`config.mk`:
```
export PLATFORM = sky130hd
export DESIGN_NAME = lock_sequencer
export DESIGN_NICKNAME = d
export VERILOG_FILES = /design/src/rtl/lock_sequencer.sv
export SDC_FILE = /design/constraint.sdc
export NUM_CORES = 1
export LEC_CHECK = 0
export BUFFER_PORTS_ARGS = -buffer_cell sky130_fd_sc_hd__buf_2
export CAP_MARGIN = 20
export CORE_MARGIN = 10
export CORE_UTILIZATION = 48
export CTS_BUF_LIST = sky130_fd_sc_hd__clkbuf_16
export DETAILED_ROUTE_END_ITERATION = 8
export PLACE_DENSITY = 0.7
export SYNTH_ARGS = -nofsm -noshare
export SYNTH_HDL_FRONTEND = slang
export SYNTH_SLANG_ARGS = --single-unit
```
`constraint.sdc`:
```
create_clock -name clk -period 2.37 [get_ports clk]
set_input_delay 0.1185 -clock clk [delete_from_list [all_inputs] [get_ports clk]]
set_output_delay 0.1185 -clock clk [all_outputs]
set_load 0.05 [all_outputs]
```
`src/rtl/lock_sequencer.sv`:
```
`default_nettype none
// +----------------------------------------------------------------------------+
// | lock_sequencer : keypad lock sequencer (program / entry / check / lockout) |
// | Rev 1.0                                                                    |
// +----------------------------------------------------------------------------+
module lock_sequencer #(
    parameter int CODE_LEN       = 4,
    parameter int MAX_FAIL       = 3,
    parameter int LOCK_CYCLES    = 1000,
    parameter int OPEN_CYCLES    = 500,
    parameter int RESULT_TIMEOUT = 16
) (
    input  logic       clk,
    input  logic       resetn,
    input  logic       key_strobe,
    input  logic       key_set,
    input  logic       key_clear,
    input  logic       correct_password,
    input  logic       incorrect_password,
    output logic       input_value,
    output logic       store_value,
    output logic       compare,
    output logic       unlocked,
    output logic       lockout,
    output logic [1:0] fail_count,
    output logic [2:0] state
);

    localparam int c_T1      = (LOCK_CYCLES > OPEN_CYCLES) ? LOCK_CYCLES : OPEN_CYCLES;
    localparam int c_TMAX    = (c_T1 > RESULT_TIMEOUT) ? c_T1 : RESULT_TIMEOUT;
    localparam int c_TW      = $clog2(c_TMAX + 1);

    localparam logic [3:0]      c_LAST     = 4'(CODE_LEN - 1);
    localparam logic [1:0]      c_MAX_FAIL = 2'(MAX_FAIL);
    localparam logic [c_TW-1:0] c_RES_LD   = c_TW'(RESULT_TIMEOUT - 1);
    localparam logic [c_TW-1:0] c_OPEN_LD  = c_TW'(OPEN_CYCLES - 1);
    localparam logic [c_TW-1:0] c_LOCK_LD  = c_TW'(LOCK_CYCLES - 1);
    localparam logic [c_TW-1:0] c_TONE     = c_TW'(1);

    typedef enum logic [2:0] {
        S_UNSET   = 3'd0,
        S_PROG    = 3'd1,
        S_ARMED   = 3'd2,
        S_ENTRY   = 3'd3,
        S_CHECK   = 3'd4,
        S_OPEN    = 3'd5,
        S_LOCKOUT = 3'd6
    } state_t;

    state_t          r_state;
    logic [3:0]      r_cnt;
    logic [c_TW-1:0] r_timer;
    logic [1:0]      r_fail;

    logic       w_key_ok;
    logic [1:0] w_fail_inc;
    logic       w_check_fail;

    // Symbol pulses are combinational so they land in the strobe's own cycle.
    assign w_key_ok     = resetn && key_strobe && !key_clear;
    assign store_value  = w_key_ok && (r_state == S_PROG);
    assign input_value  = w_key_ok && ((r_state == S_ARMED) || (r_state == S_ENTRY));
    assign compare      = (r_state == S_CHECK);
    assign unlocked     = (r_state == S_OPEN);
    assign lockout      = (r_state == S_LOCKOUT);
    assign fail_count   = r_fail;
    assign state        = r_state;

    assign w_fail_inc   = (r_fail == 2'd3) ? 2'd3 : r_fail + 2'd1;
    // A simultaneous correct+incorrect answer counts as a failure.
    assign w_check_fail = incorrect_password || ((r_timer == '0) && !correct_password);

    always_ff @(posedge clk) begin
        if (!resetn) begin
            r_state <= S_UNSET;
            r_cnt   <= 4'd0;
            r_timer <= '0;
            r_fail  <= 2'd0;
        end else begin
            case (r_state)
                S_UNSET: begin
                    if (key_set) begin
                        r_state <= S_PROG;
                        r_cnt   <= 4'd0;
                    end
                end
                S_PROG: begin
                    if (key_clear) begin
                        r_state <= S_UNSET;
                        r_cnt   <= 4'd0;
                    end else if (key_strobe) begin
                        if (r_cnt == c_LAST) begin
                            r_state <= S_ARMED;
                            r_cnt   <= 4'd0;
                            r_fail  <= 2'd0;
                        end else begin
                            r_cnt <= r_cnt + 4'd1;
                        end
                    end
                end
                S_ARMED: begin
                    if (key_strobe && !key_clear) begin
                        if (c_LAST == 4'd0) begin
                            r_state <= S_CHECK;
                            r_cnt   <= 4'd0;
                            r_timer <= c_RES_LD;
                        end else begin
                            r_state <= S_ENTRY;
                            r_cnt   <= 4'd1;
                        end
                    end
                end
                S_ENTRY: begin
                    if (key_clear) begin
                        r_state <= S_ARMED;
                        r_cnt   <= 4'd0;
                    end else if (key_strobe) begin
                        if (r_cnt == c_LAST) begin
                            r_state <= S_CHECK;
                            r_cnt   <= 4'd0;
                            r_timer <= c_RES_LD;
                        end else begin
                            r_cnt <= r_cnt + 4'd1;
                        end
                    end
                end
                S_CHECK: begin
                    if (w_check_fail) begin
                        r_fail <= w_fail_inc;
                        if (w_fail_inc >= c_MAX_FAIL) begin
                            r_state <= S_LOCKOUT;
                            r_timer <= c_LOCK_LD;
                        end else begin
                            r_state <= S_ARMED;
                        end
                    end else if (correct_password) begin
                        r_state <= S_OPEN;
                        r_fail  <= 2'd0;
                        r_timer <= c_OPEN_LD;
                    end else begin
                        r_timer <= r_timer - c_TONE;
                    end
                end
                S_OPEN: begin
                    if (key_clear) begin
                        r_state <= S_ARMED;
                    end else if (key_set) begin
                        r_state <= S_PROG;
                        r_cnt   <= 4'd0;
                    end else if (r_timer == '0) begin
                        r_state <= S_ARMED;
                    end else begin
                        r_timer <= r_timer - c_TONE;
                    end
                end
                S_LOCKOUT: begin
                    if (r_timer == '0) begin
                        r_state <= S_ARMED;
                        r_fail  <= 2'd0;
                    end else begin
                        r_timer <= r_timer - c_TONE;
                    end
                end
                default: begin
                    r_state <= S_UNSET;
                    r_cnt   <= 4'd0;
                    r_timer <= '0;
                    r_fail  <= 2'd0;
                end
            endcase
        end
    end

endmodule
`default_nettype wire

```
==> results of run 1 <==
## Yosys cell counts (2+ instances only)
cell type	number	area [µm²]
a21boi_0	2	15.01
a21oi_1	13	65.06
a2bb2oi_1	2	17.52
a31oi_1	2	12.51
a32o_1	8	80.08
and3_1	3	18.77
buf_2	3	15.01
clkbuf_1	9	33.78
dfxtp_1	19	380.4
ha_1	2	25.02
inv_1	8	30.03
mux2i_1	2	20.02
nand2_1	9	33.78
nand2b_1	6	37.54
nand3_1	9	45.04
nor2_1	13	48.80
nor2b_1	4	25.02
nor3_1	2	10.01
nor3b_1	2	15.01
nor4_2	2	25.02
o211ai_1	2	15.01
o21ai_0	11	55.05
o22ai_1	2	12.51
o31ai_1	6	45.04
o32ai_1	2	17.52
o41ai_1	2	17.52
or3_1	4	25.02
or3b_2	2	17.52
or4_1	3	22.52
xnor2_1	2	17.52
## worst paths after layout
kind | depth (start not counted) | start | slack [ns] | to
min reg2reg | 2 | r_cnt[1]$_SDFFE_PN0P_ | 0.48 | r_cnt[1]$_SDFFE_PN0P_
min | 2 | resetn | 0.24 | fail_count[0]$_SDFFE_PN0P_
max reg2reg | 7 | r_timer[1]$_SDFFE_PN0P_ | 0.10 | state[1]$_SDFFE_PN0P_
max | 7 | r_timer[1]$_SDFFE_PN0P_ | 0.10 | state[1]$_SDFFE_PN0P_
## layer usage
metal  track usage  routed length [µm]  part of all wire
met1        0.1846                1649              0.40
met5             0                   0                 0
met2        0.2603                2026              0.49
met3       0.03548                 368             0.090
met4       0.04622                  64             0.016
## state kept, by name (all words and copies together), names as in the netlist
signal / count
r_timer: 10
state: 3
r_cnt: 4
fail_count: 2
## stage by stage
stage | setup slack, ns | instances | hold slack, ns
2_1_floorplan | 0.04826 | 182 | 0.2808
3_3_place_gp | 0.1176 | 227 | 0.4622
3_5_place_dp | 0.05686 | 227 | 0.4695
5_1_grt | 0.001251 | 231 | 0.2547
6_report | 0.1035 | 231 | 0.2439
4_1_cts | 0.04162 | 231 | 0.2398
## cell families (layout without fill, tap and decap cells)
| family | Yosys count | after routing | synth area share |
|---|---|---|---|
| compound gates | 67 | 67 | 0.3481 |
| simple gates | 67 | 67 | 0.2759 |
| fa+ha+maj | 2 | 2 | 0.01740 |
| mux | 2 | 2 | 0.01393 |
| xor+xnor | 2 | 2 | 0.01219 |
| buf+inv | 23 | 41 | 0.06788 |
| flops | 19 | 19 | 0.2646 |
## final cells by class
cell class | instances | area share
Multi-Input combinational cell | 140 | 0.5832
Sequential cell | 19 | 0.2259
Clock buffer | 3 | 0.04458
Timing Repair Buffer | 28 | 0.1010
Inverter | 9 | 0.02006
Clock inverter | 1 | 0.002229
Tap cell | 31 | 0.02303
## worst reg2reg max path, stage by stage, from the launching register on
cell	delay [ns]
dfxtp_1	0.33
inv_1	0.06
ha_1	0.17
or3b_4	0.44
or4_4	0.53
o311a_1	0.34
and3_1	0.19
nor4_2	0.13
## power by group
part / switching (W) / internal, W / total, W / leakage (nW)
combinational: 0.000157 / 0.0000872 / 0.000244 / 0.468
clock: 0.000114 / 0.000224 / 0.000338 / 0.0423
sequential: 0.00000993 / 0.000329 / 0.000339 / 0.153
==> impl_results.html, run 1 <==
<table>
<tr><th>Metric</th><th>Value</th></tr>
<tr><th colspan="2">STA</th></tr>
<tr><td>Fin. Hold Viols</td><td>0</td></tr>
<tr><td>Max Clock Skew</td><td>approximately 0.0027 ns</td></tr>
<tr><td>Maximum clock rate</td><td>441.2 MHz</td></tr>
<tr><td>Post-layout min period</td><td>~2.3 ns</td></tr>
<tr><td>Max-slew violation count</td><td>0</td></tr>
<tr><td>Finish-stage setup viols</td><td>0</td></tr>
<tr><td>Least-Margin Pin Slew</td><td>0.5028 ns</td></tr>
<tr><td>Share of the cycle needed by the critical path after routing</td><td>0.9563</td></tr>
<tr><td>Relative slew slack</td><td>0.6613</td></tr>
<tr><td>Summed negative setup slack over all endpoints</td><td>0 ns</td></tr>
<tr><td>Setup repair after global routing missed its margin</td><td>no</td></tr>
<tr><th colspan="2">Cells and area</th></tr>
<tr><td>Ant. Diodes</td><td>0</td></tr>
<tr><td>Layout fillers</td><td>~250</td></tr>
<tr><td>Final cell area excluding filler cells</td><td>between 1500 and 2000 µm²</td></tr>
<tr><td>Final net count</td><td>210</td></tr>
<tr><td>Share of cells above drive strength 1</td><td>0.2200</td></tr>
<tr><td>Combined flip-flop and latch cell area</td><td>roughly 380 µm²</td></tr>
<tr><td>Area used by multi-input combinational logic</td><td>982.2 µm²</td></tr>
<tr><td>Layout-stage area growth over the synthesis result</td><td>17.15%</td></tr>
<tr><td>Leading cell type in the layout, fill and taps excluded</td><td>dfxtp_1</td></tr>
<tr><td>Highest-count cells in the layout ignoring fill and taps</td><td>dfxtp_1, buf_2, a21oi_1</td></tr>
<tr><td>Core utilization of the finished layout</td><td>0.6004</td></tr>
<tr><th colspan="2">CTS</th></tr>
<tr><td>Post-CTS Setup Repair Bufs</td><td>0</td></tr>
<tr><td>Number of instances resized during post-cts repair</td><td>0</td></tr>
<tr><td>Clock tree from TritonCTS</td><td>built</td></tr>
<tr><td>Library cell used as clock root buffer</td><td>clkbuf_16</td></tr>
<tr><td>Number of buffers added to fix hold violations after cts</td><td>0</td></tr>
<tr><td>CTS buffer count</td><td>3</td></tr>
<tr><td>Clock sink count</td><td>19</td></tr>
<tr><td>Deepest clock path buffer count</td><td>2</td></tr>
<tr><td>H-tree level count</td><td>1</td></tr>
<tr><td>Clock-pin slew on the worst setup and hold paths</td><td>roughly 0.050 ns</td></tr>
<tr><td>Clk_lat worst skew</td><td>~0.25 ns</td></tr>
<tr><th colspan="2">Place</th></tr>
<tr><td>Area after DPL</td><td>~1600 µm²</td></tr>
<tr><td>Total of buffers placed on input and output ports</td><td>16</td></tr>
<tr><td>Final Wtd Congestion</td><td>slightly below 1</td></tr>
<tr><td>Half-perimeter wire length after detailed placement</td><td>~3100 µm</td></tr>
<tr><th colspan="2">Logic synthesis</th></tr>
<tr><td>EDFF count, synth</td><td>0</td></tr>
<tr><td>Number of register bits inferred by synthesis</td><td>19</td></tr>
<tr><td>Synth warn</td><td>0</td></tr>
<tr><td>Net count of the mapped netlist</td><td>between 150 and 200</td></tr>
<tr><td>Async S/R FF share, synth</td><td>0</td></tr>
<tr><td>Sequential cell area fraction in the yosys report</td><td>0.2646</td></tr>
<tr><td>Most frequently used flop master after synthesis</td><td>dfxtp_1</td></tr>
<tr><td>Number of cells produced by synthesis</td><td>around 180</td></tr>
<tr><td>Count of cell types in the netlist</td><td>56</td></tr>
<tr><td>Synth Cell Area</td><td>between 1000 and 1500 µm²</td></tr>
<tr><td>Synth Area per Inst</td><td>7.899 µm²</td></tr>
<tr><th colspan="2">GRT</th></tr>
<tr><td>Number of antenna violations at the first check in global routing</td><td>0</td></tr>
<tr><td>Pin count of the biggest net entering global routing</td><td>15</td></tr>
<tr><td>Congestion Overflow GR</td><td>0</td></tr>
<tr><td>Total GRT Usage</td><td>0.1521</td></tr>
<tr><td>Wire length of the first global-routing pass</td><td>slightly below 7000 µm</td></tr>
<tr><td>Vias in the first global route</td><td>approximately 1,400</td></tr>
<tr><th colspan="2">Worst setup path</th></tr>
<tr><td>Standard cell with the maximum stage delay on the critical path</td><td>or4_4</td></tr>
<tr><td>Biggest fanout along the worst timing path</td><td>6</td></tr>
<tr><td>Nature of the critical path endpoint</td><td>flip-flop</td></tr>
<tr><td>Element type at the critical path start</td><td>flip-flop</td></tr>
<tr><td>Kind of cell adding the most delay to the critical path</td><td>simple AND/OR/NAND/NOR gates</td></tr>
<tr><td>Buf/Inv on CP</td><td>1</td></tr>
<tr><td>Crit path required time</td><td>2.53 ns</td></tr>
<tr><td>Crit Path Class</td><td>reg2reg</td></tr>
<tr><td>Delay contributed by the slowest stage of the critical path</td><td>0.53 ns</td></tr>
<tr><td>Worst-path cell chain</td><td>inv_1 &gt; ha_1 &gt; or3b_4 &gt; or4_4 &gt; o311a_1 &gt; and3_1 &gt; nor4_2</td></tr>
<tr><td>Data arrival time of the critical path</td><td>~2.4 ns</td></tr>
<tr><th colspan="2">Min path</th></tr>
<tr><td>HP Class</td><td>in2reg</td></tr>
<tr><th colspan="2">Floorplan</th></tr>
<tr><td>Die footprint</td><td>between 5000 and 6000 µm²</td></tr>
<tr><td>Top Ports</td><td>17</td></tr>
<tr><td>Placement Rows</td><td>19</td></tr>
<tr><td>Initial core utilization</td><td>0.5125</td></tr>
<tr><td>Die Height</td><td>about 75 µm</td></tr>
<tr><td>Width of the die</td><td>roughly 75 µm</td></tr>
<tr><td>Core area</td><td>roughly 2800 µm²</td></tr>
<tr><th colspan="2">Pwr</th></tr>
<tr><td>VDD IR max</td><td>0.3835 mV</td></tr>
<tr><td>Leak Pwr</td><td>about 0.66 nW</td></tr>
<tr><td>Overall power consumption</td><td>roughly 0.00092 W</td></tr>
<tr><td>Total power per unit cell area</td><td>roughly 550 nW/µm²</td></tr>
<tr><th colspan="2">Route</th></tr>
<tr><td>Final wirelength</td><td>between 4000 and 5000 µm</td></tr>
<tr><td>Detailed-route wire length per cell</td><td>roughly 18 µm</td></tr>
<tr><td>Count of unresolved DRC violations after routing</td><td>0</td></tr>
<tr><td>Via count of the routed design</td><td>between 1,500 and 2,000</td></tr>
<tr><td>Detailed Route Iter0 Violations</td><td>161</td></tr>
<tr><td>Remaining antenna violation count</td><td>0</td></tr>
<tr><td>Count of TritonRoute iterations in the first routing pass</td><td>4</td></tr>
<tr><td>Mean number of vias per cell</td><td>approximately 6.7</td></tr>
<tr><th colspan="2">Run status</th></tr>
<tr><td>Status</td><td>finished clean</td></tr>
<tr><th colspan="2">Flow run</th></tr>
<tr><td>Max-Cap Viols</td><td>0</td></tr>
</table>
(Power assumes the default switching activity.)
==> run 2, diff against run 1 <==
- PLACE_DENSITY: 0.7 -> 0.65
- clock period: 2.37 -> 2.9 ns (I/O delays scaled with it)
==> run 2 against run 1 <==
  * Flip-flop and latch count is the same
  * First-iteration DRC count is 9.3% higher
  * Critical path depth stayed put
  * Power is 19% lower
  * Clock-buffer cell count did not move
  * Highest routed layer unchanged
==> impl_results.html, run 2 (same netlist as run 1, synthesis figures left out) <==
<table>
<tr><th>Metric</th><th>Value</th></tr>
<tr><th colspan="2">Run status</th></tr>
<tr><td>Status</td><td>finished clean</td></tr>
<tr><th colspan="2">Cells and area</th></tr>
<tr><td>Layout fillers</td><td>277 (+12%)</td></tr>
<tr><td>Share of cells above drive strength 1</td><td>0.1728 (-0.04723)</td></tr>
<tr><td>Final cell area excluding filler cells</td><td>1595 µm² (-5.3%)</td></tr>
<tr><td>Layout-stage area growth over the synthesis result</td><td>10.97%</td></tr>
<tr><td>Final net count</td><td>201 (-4.3%)</td></tr>
<tr><td>Leading cell type in the layout, fill and taps excluded</td><td>dfxtp_1</td></tr>
<tr><td>Max FFs per register</td><td>10 (unchanged)</td></tr>
<tr><td>Biggest register</td><td>r_timer</td></tr>
<tr><td>Highest-count cells in the layout ignoring fill and taps</td><td>dfxtp_1, buf_2, nor2_1, a21oi_1, o21ai_0</td></tr>
<tr><td>Ant. Diodes</td><td>0 (unchanged)</td></tr>
<tr><th colspan="2">Route</th></tr>
<tr><td>Remaining antenna violation count</td><td>0 (unchanged)</td></tr>
<tr><td>Count of TritonRoute iterations in the first routing pass</td><td>4 (unchanged)</td></tr>
<tr><td>Via count of the routed design</td><td>1,502 (-3.1%)</td></tr>
<tr><td>Final wirelength</td><td>3969 µm (-3.4%)</td></tr>
<tr><td>Count of unresolved DRC violations after routing</td><td>0 (unchanged)</td></tr>
<tr><td>Detailed Route Iter0 Violations</td><td>176 (+9.3%)</td></tr>
<tr><td>Detailed-route wire length per cell</td><td>17.88 µm (+0.51%)</td></tr>
<tr><td>Mean number of vias per cell</td><td>6.766 (+0.83%)</td></tr>
<tr><th colspan="2">CTS</th></tr>
<tr><td>Clock tree from TritonCTS</td><td>built</td></tr>
<tr><td>Deepest clock path buffer count</td><td>2 (unchanged)</td></tr>
<tr><td>Post-CTS Setup Repair Bufs</td><td>0 (unchanged)</td></tr>
<tr><td>Clk_lat worst skew</td><td>0.26 ns (about the same)</td></tr>
<tr><td>Number of instances resized during post-cts repair</td><td>0 (unchanged)</td></tr>
<tr><td>CTS buffer count</td><td>3 (unchanged)</td></tr>
<tr><td>Clock-pin slew on the worst setup and hold paths</td><td>0.06 ns (about the same)</td></tr>
<tr><td>Clock sink count</td><td>19 (unchanged)</td></tr>
<tr><td>Number of buffers added to fix hold violations after cts</td><td>0 (unchanged)</td></tr>
<tr><td>H-tree level count</td><td>1 (unchanged)</td></tr>
<tr><td>Library cell used as clock root buffer</td><td>clkbuf_16</td></tr>
<tr><th colspan="2">Flow run</th></tr>
<tr><td>Max-Cap Viols</td><td>0 (unchanged)</td></tr>
<tr><th colspan="2">Pwr</th></tr>
<tr><td>Leak Pwr</td><td>0.6267 nW (-5.6%)</td></tr>
<tr><td>Cell internal power dissipation</td><td>0.0005132 W (-20%)</td></tr>
<tr><td>Power share of the clock group</td><td>0.389 (+0.022)</td></tr>
<tr><td>Logic gate share of total power</td><td>0.208 (-0.057)</td></tr>
<tr><td>Part of the total power dissipated in sequential elements</td><td>0.403 (+0.035)</td></tr>
<tr><td>Switching pwr</td><td>0.0002336 W (-17%)</td></tr>
<tr><td>Total power per unit cell area</td><td>468.2 nW/µm² (-14%)</td></tr>
<tr><td>Switching power as a share of total power</td><td>0.3128 (+0.007943)</td></tr>
<tr><td>VDD IR max</td><td>0.2432 mV (-37%)</td></tr>
<tr><th colspan="2">Worst setup path</th></tr>
<tr><td>Biggest fanout along the worst timing path</td><td>9 (+3)</td></tr>
<tr><td>Nature of the critical path endpoint</td><td>flip-flop</td></tr>
<tr><td>Delay contributed by the slowest stage of the critical path</td><td>0.56 ns (+0.03 ns)</td></tr>
<tr><td>Data arrival time of the critical path</td><td>2.57 ns (+0.14 ns)</td></tr>
<tr><td>Worst-path cell chain</td><td>inv_1 &gt; ha_1 &gt; or3b_1 &gt; nor4b_2 &gt; o21ai_0 &gt; o311ai_0 &gt; a32o_1</td></tr>
<tr><td>Crit path required time</td><td>3.05 ns (+0.52 ns)</td></tr>
<tr><td>Crit Path Class</td><td>reg2reg</td></tr>
<tr><td>Standard cell with the maximum stage delay on the critical path</td><td>o21ai_0</td></tr>
<tr><td>Element type at the critical path start</td><td>flip-flop</td></tr>
<tr><td>Setup slack, reg-to-reg</td><td>0.48 ns (+0.38 ns)</td></tr>
<tr><th colspan="2">STA</th></tr>
<tr><td>Maximum clock rate</td><td>413.4 MHz (-6.3%)</td></tr>
<tr><td>Summed negative setup slack over all endpoints</td><td>0 ns (unchanged)</td></tr>
<tr><td>Setup slack of the critical path after layout</td><td>0.4812 ns (+0.3777 ns)</td></tr>
<tr><td>Share of the cycle needed by the critical path after routing</td><td>0.8341 (-0.1223)</td></tr>
<tr><td>Worst Hold Slack</td><td>0.2610 ns (+0.01714 ns)</td></tr>
<tr><td>Post-layout min period</td><td>2.419 ns (+0.1523 ns)</td></tr>
<tr><td>Finish-stage setup viols</td><td>0 (unchanged)</td></tr>
<tr><td>Least-Margin Pin Slew</td><td>0.6717 ns (+0.1689 ns)</td></tr>
<tr><td>Relative slew slack</td><td>0.5475 (-0.1138)</td></tr>
<tr><td>Fin. Hold Viols</td><td>0 (unchanged)</td></tr>
<tr><td>Setup repair after global routing missed its margin</td><td>no</td></tr>
<tr><td>Max-slew violation count</td><td>0 (unchanged)</td></tr>
<tr><td>Max Clock Skew</td><td>0.002329 ns (-0.0003952 ns)</td></tr>
<tr><th colspan="2">Place</th></tr>
<tr><td>Final Wtd Congestion</td><td>0.9101 (-5.3%)</td></tr>
<tr><td>Total of buffers placed on input and output ports</td><td>16 (unchanged)</td></tr>
<tr><td>Half-perimeter wire length after detailed placement</td><td>2870 µm (-6.8%)</td></tr>
<tr><td>Area after DPL</td><td>1515 µm² (-4.7%)</td></tr>
<tr><td>Pre-CTS WS</td><td>0.4922 ns (+0.4353 ns)</td></tr>
<tr><th colspan="2">GRT</th></tr>
<tr><td>Pin count of the biggest net entering global routing</td><td>22 (+7)</td></tr>
<tr><td>Total GRT Usage</td><td>0.1452 (-0.006934)</td></tr>
<tr><td>Vias in the first global route</td><td>1,314 (-4.6%)</td></tr>
<tr><td>Congestion Overflow GR</td><td>0 (unchanged)</td></tr>
<tr><td>Wire length of the first global-routing pass</td><td>6382 µm (-5.6%)</td></tr>
<tr><td>Number of antenna violations at the first check in global routing</td><td>0 (unchanged)</td></tr>
<tr><th colspan="2">Floorplan</th></tr>
<tr><td>Die Height</td><td>74.73 µm (unchanged)</td></tr>
<tr><td>Core area</td><td>2805 µm² (unchanged)</td></tr>
<tr><td>Width of the die</td><td>74.73 µm (unchanged)</td></tr>
<tr><td>Initial core utilization</td><td>0.5125 (unchanged)</td></tr>
<tr><td>Die footprint</td><td>5584 µm² (unchanged)</td></tr>
<tr><td>Top Ports</td><td>17 (unchanged)</td></tr>
<tr><td>Placement Rows</td><td>19 (unchanged)</td></tr>
<tr><th colspan="2">Min path</th></tr>
<tr><td>HP Class</td><td>in2reg</td></tr>
</table>
[run 2: cell count changes in the layout (fill, tap and decap cells not counted), sizes merged]
cell,change
inv,-1
clkinv,+1
buf,-9
[run 2: power by group through the flow]
| stage | sequential, W | clock, W | combinational [W] |
|---|---|---|---|
| after floorplan | 0.000300 | 0 | 0.000125 |
| after global placement | 0.000305 | 0 | 0.000149 |
| after detailed placement | 0.000305 | 0 | 0.000153 |
| after CTS | 0.000300 | 0.000295 | 0.000154 |
| after global routing | 0.000304 | 0.000310 | 0.000170 |
| final | 0.000301 | 0.000290 | 0.000156 |
[run 2: worst paths after layout]
path,startpoint,cells after the start,to
worst max register to register,r_timer[0]$_SDFFE_PN0P_,7,r_timer[2]$_SDFFE_PN0P_
worst max-delay path,r_timer[0]$_SDFFE_PN0P_,7,r_timer[2]$_SDFFE_PN0P_
worst min register to register,r_cnt[1]$_SDFFE_PN0P_,2,r_cnt[1]$_SDFFE_PN0P_
worst min-delay path,resetn,2,fail_count[0]$_SDFFE_PN0P_
[run 2: final cells by class]
class	count	area, µm²	share of cell area
Sequential cell	19	380.4	0.2384
Clock buffer	3	75.07	0.04706
Multi-Input combinational cell	140	959.7	0.6016
Timing Repair Buffer	19	102.6	0.06431
Clock inverter	1	5.005	0.003137
Inverter	9	33.78	0.02118
Tap cell	31	38.79	0.02431
[run 2: metal layers]
metal | global-route usage | vias to the layer above | wire length [µm]
met2 | 0.2190 | 65 | 1787
met3 | 0.03154 | 8 | 330
met4 | 0.05882 | 0 | 61
li1 | - | 724 | -
met1 | 0.1955 | 705 | 1790
met5 | 0 | - | 0
[run 2: critical path, delay by kind of cell, from the launching register on]
| family | cells | cell delay (ns) |
|---|---|---|
| AO/OA/AOI/OAI | 3 | 1.18 |
| AND/OR/NAND/NOR | 2 | 0.48 |
| flip-flops | 1 | 0.38 |
| adder cells (fa/ha/maj) | 1 | 0.21 |
| buffers and inverters | 1 | 0.06 |
[run 2: stage by stage]
step,total power [W],std cells,util
3_3_place_gp,0.0004539,218,0.5401
6_report,0.0007468,222,0.5687
2_1_floorplan,0.0004244,182,-
4_1_cts,0.0007476,222,0.5687
3_5_place_dp,0.0004580,218,0.5401
5_1_grt,0.0007831,222,0.5687
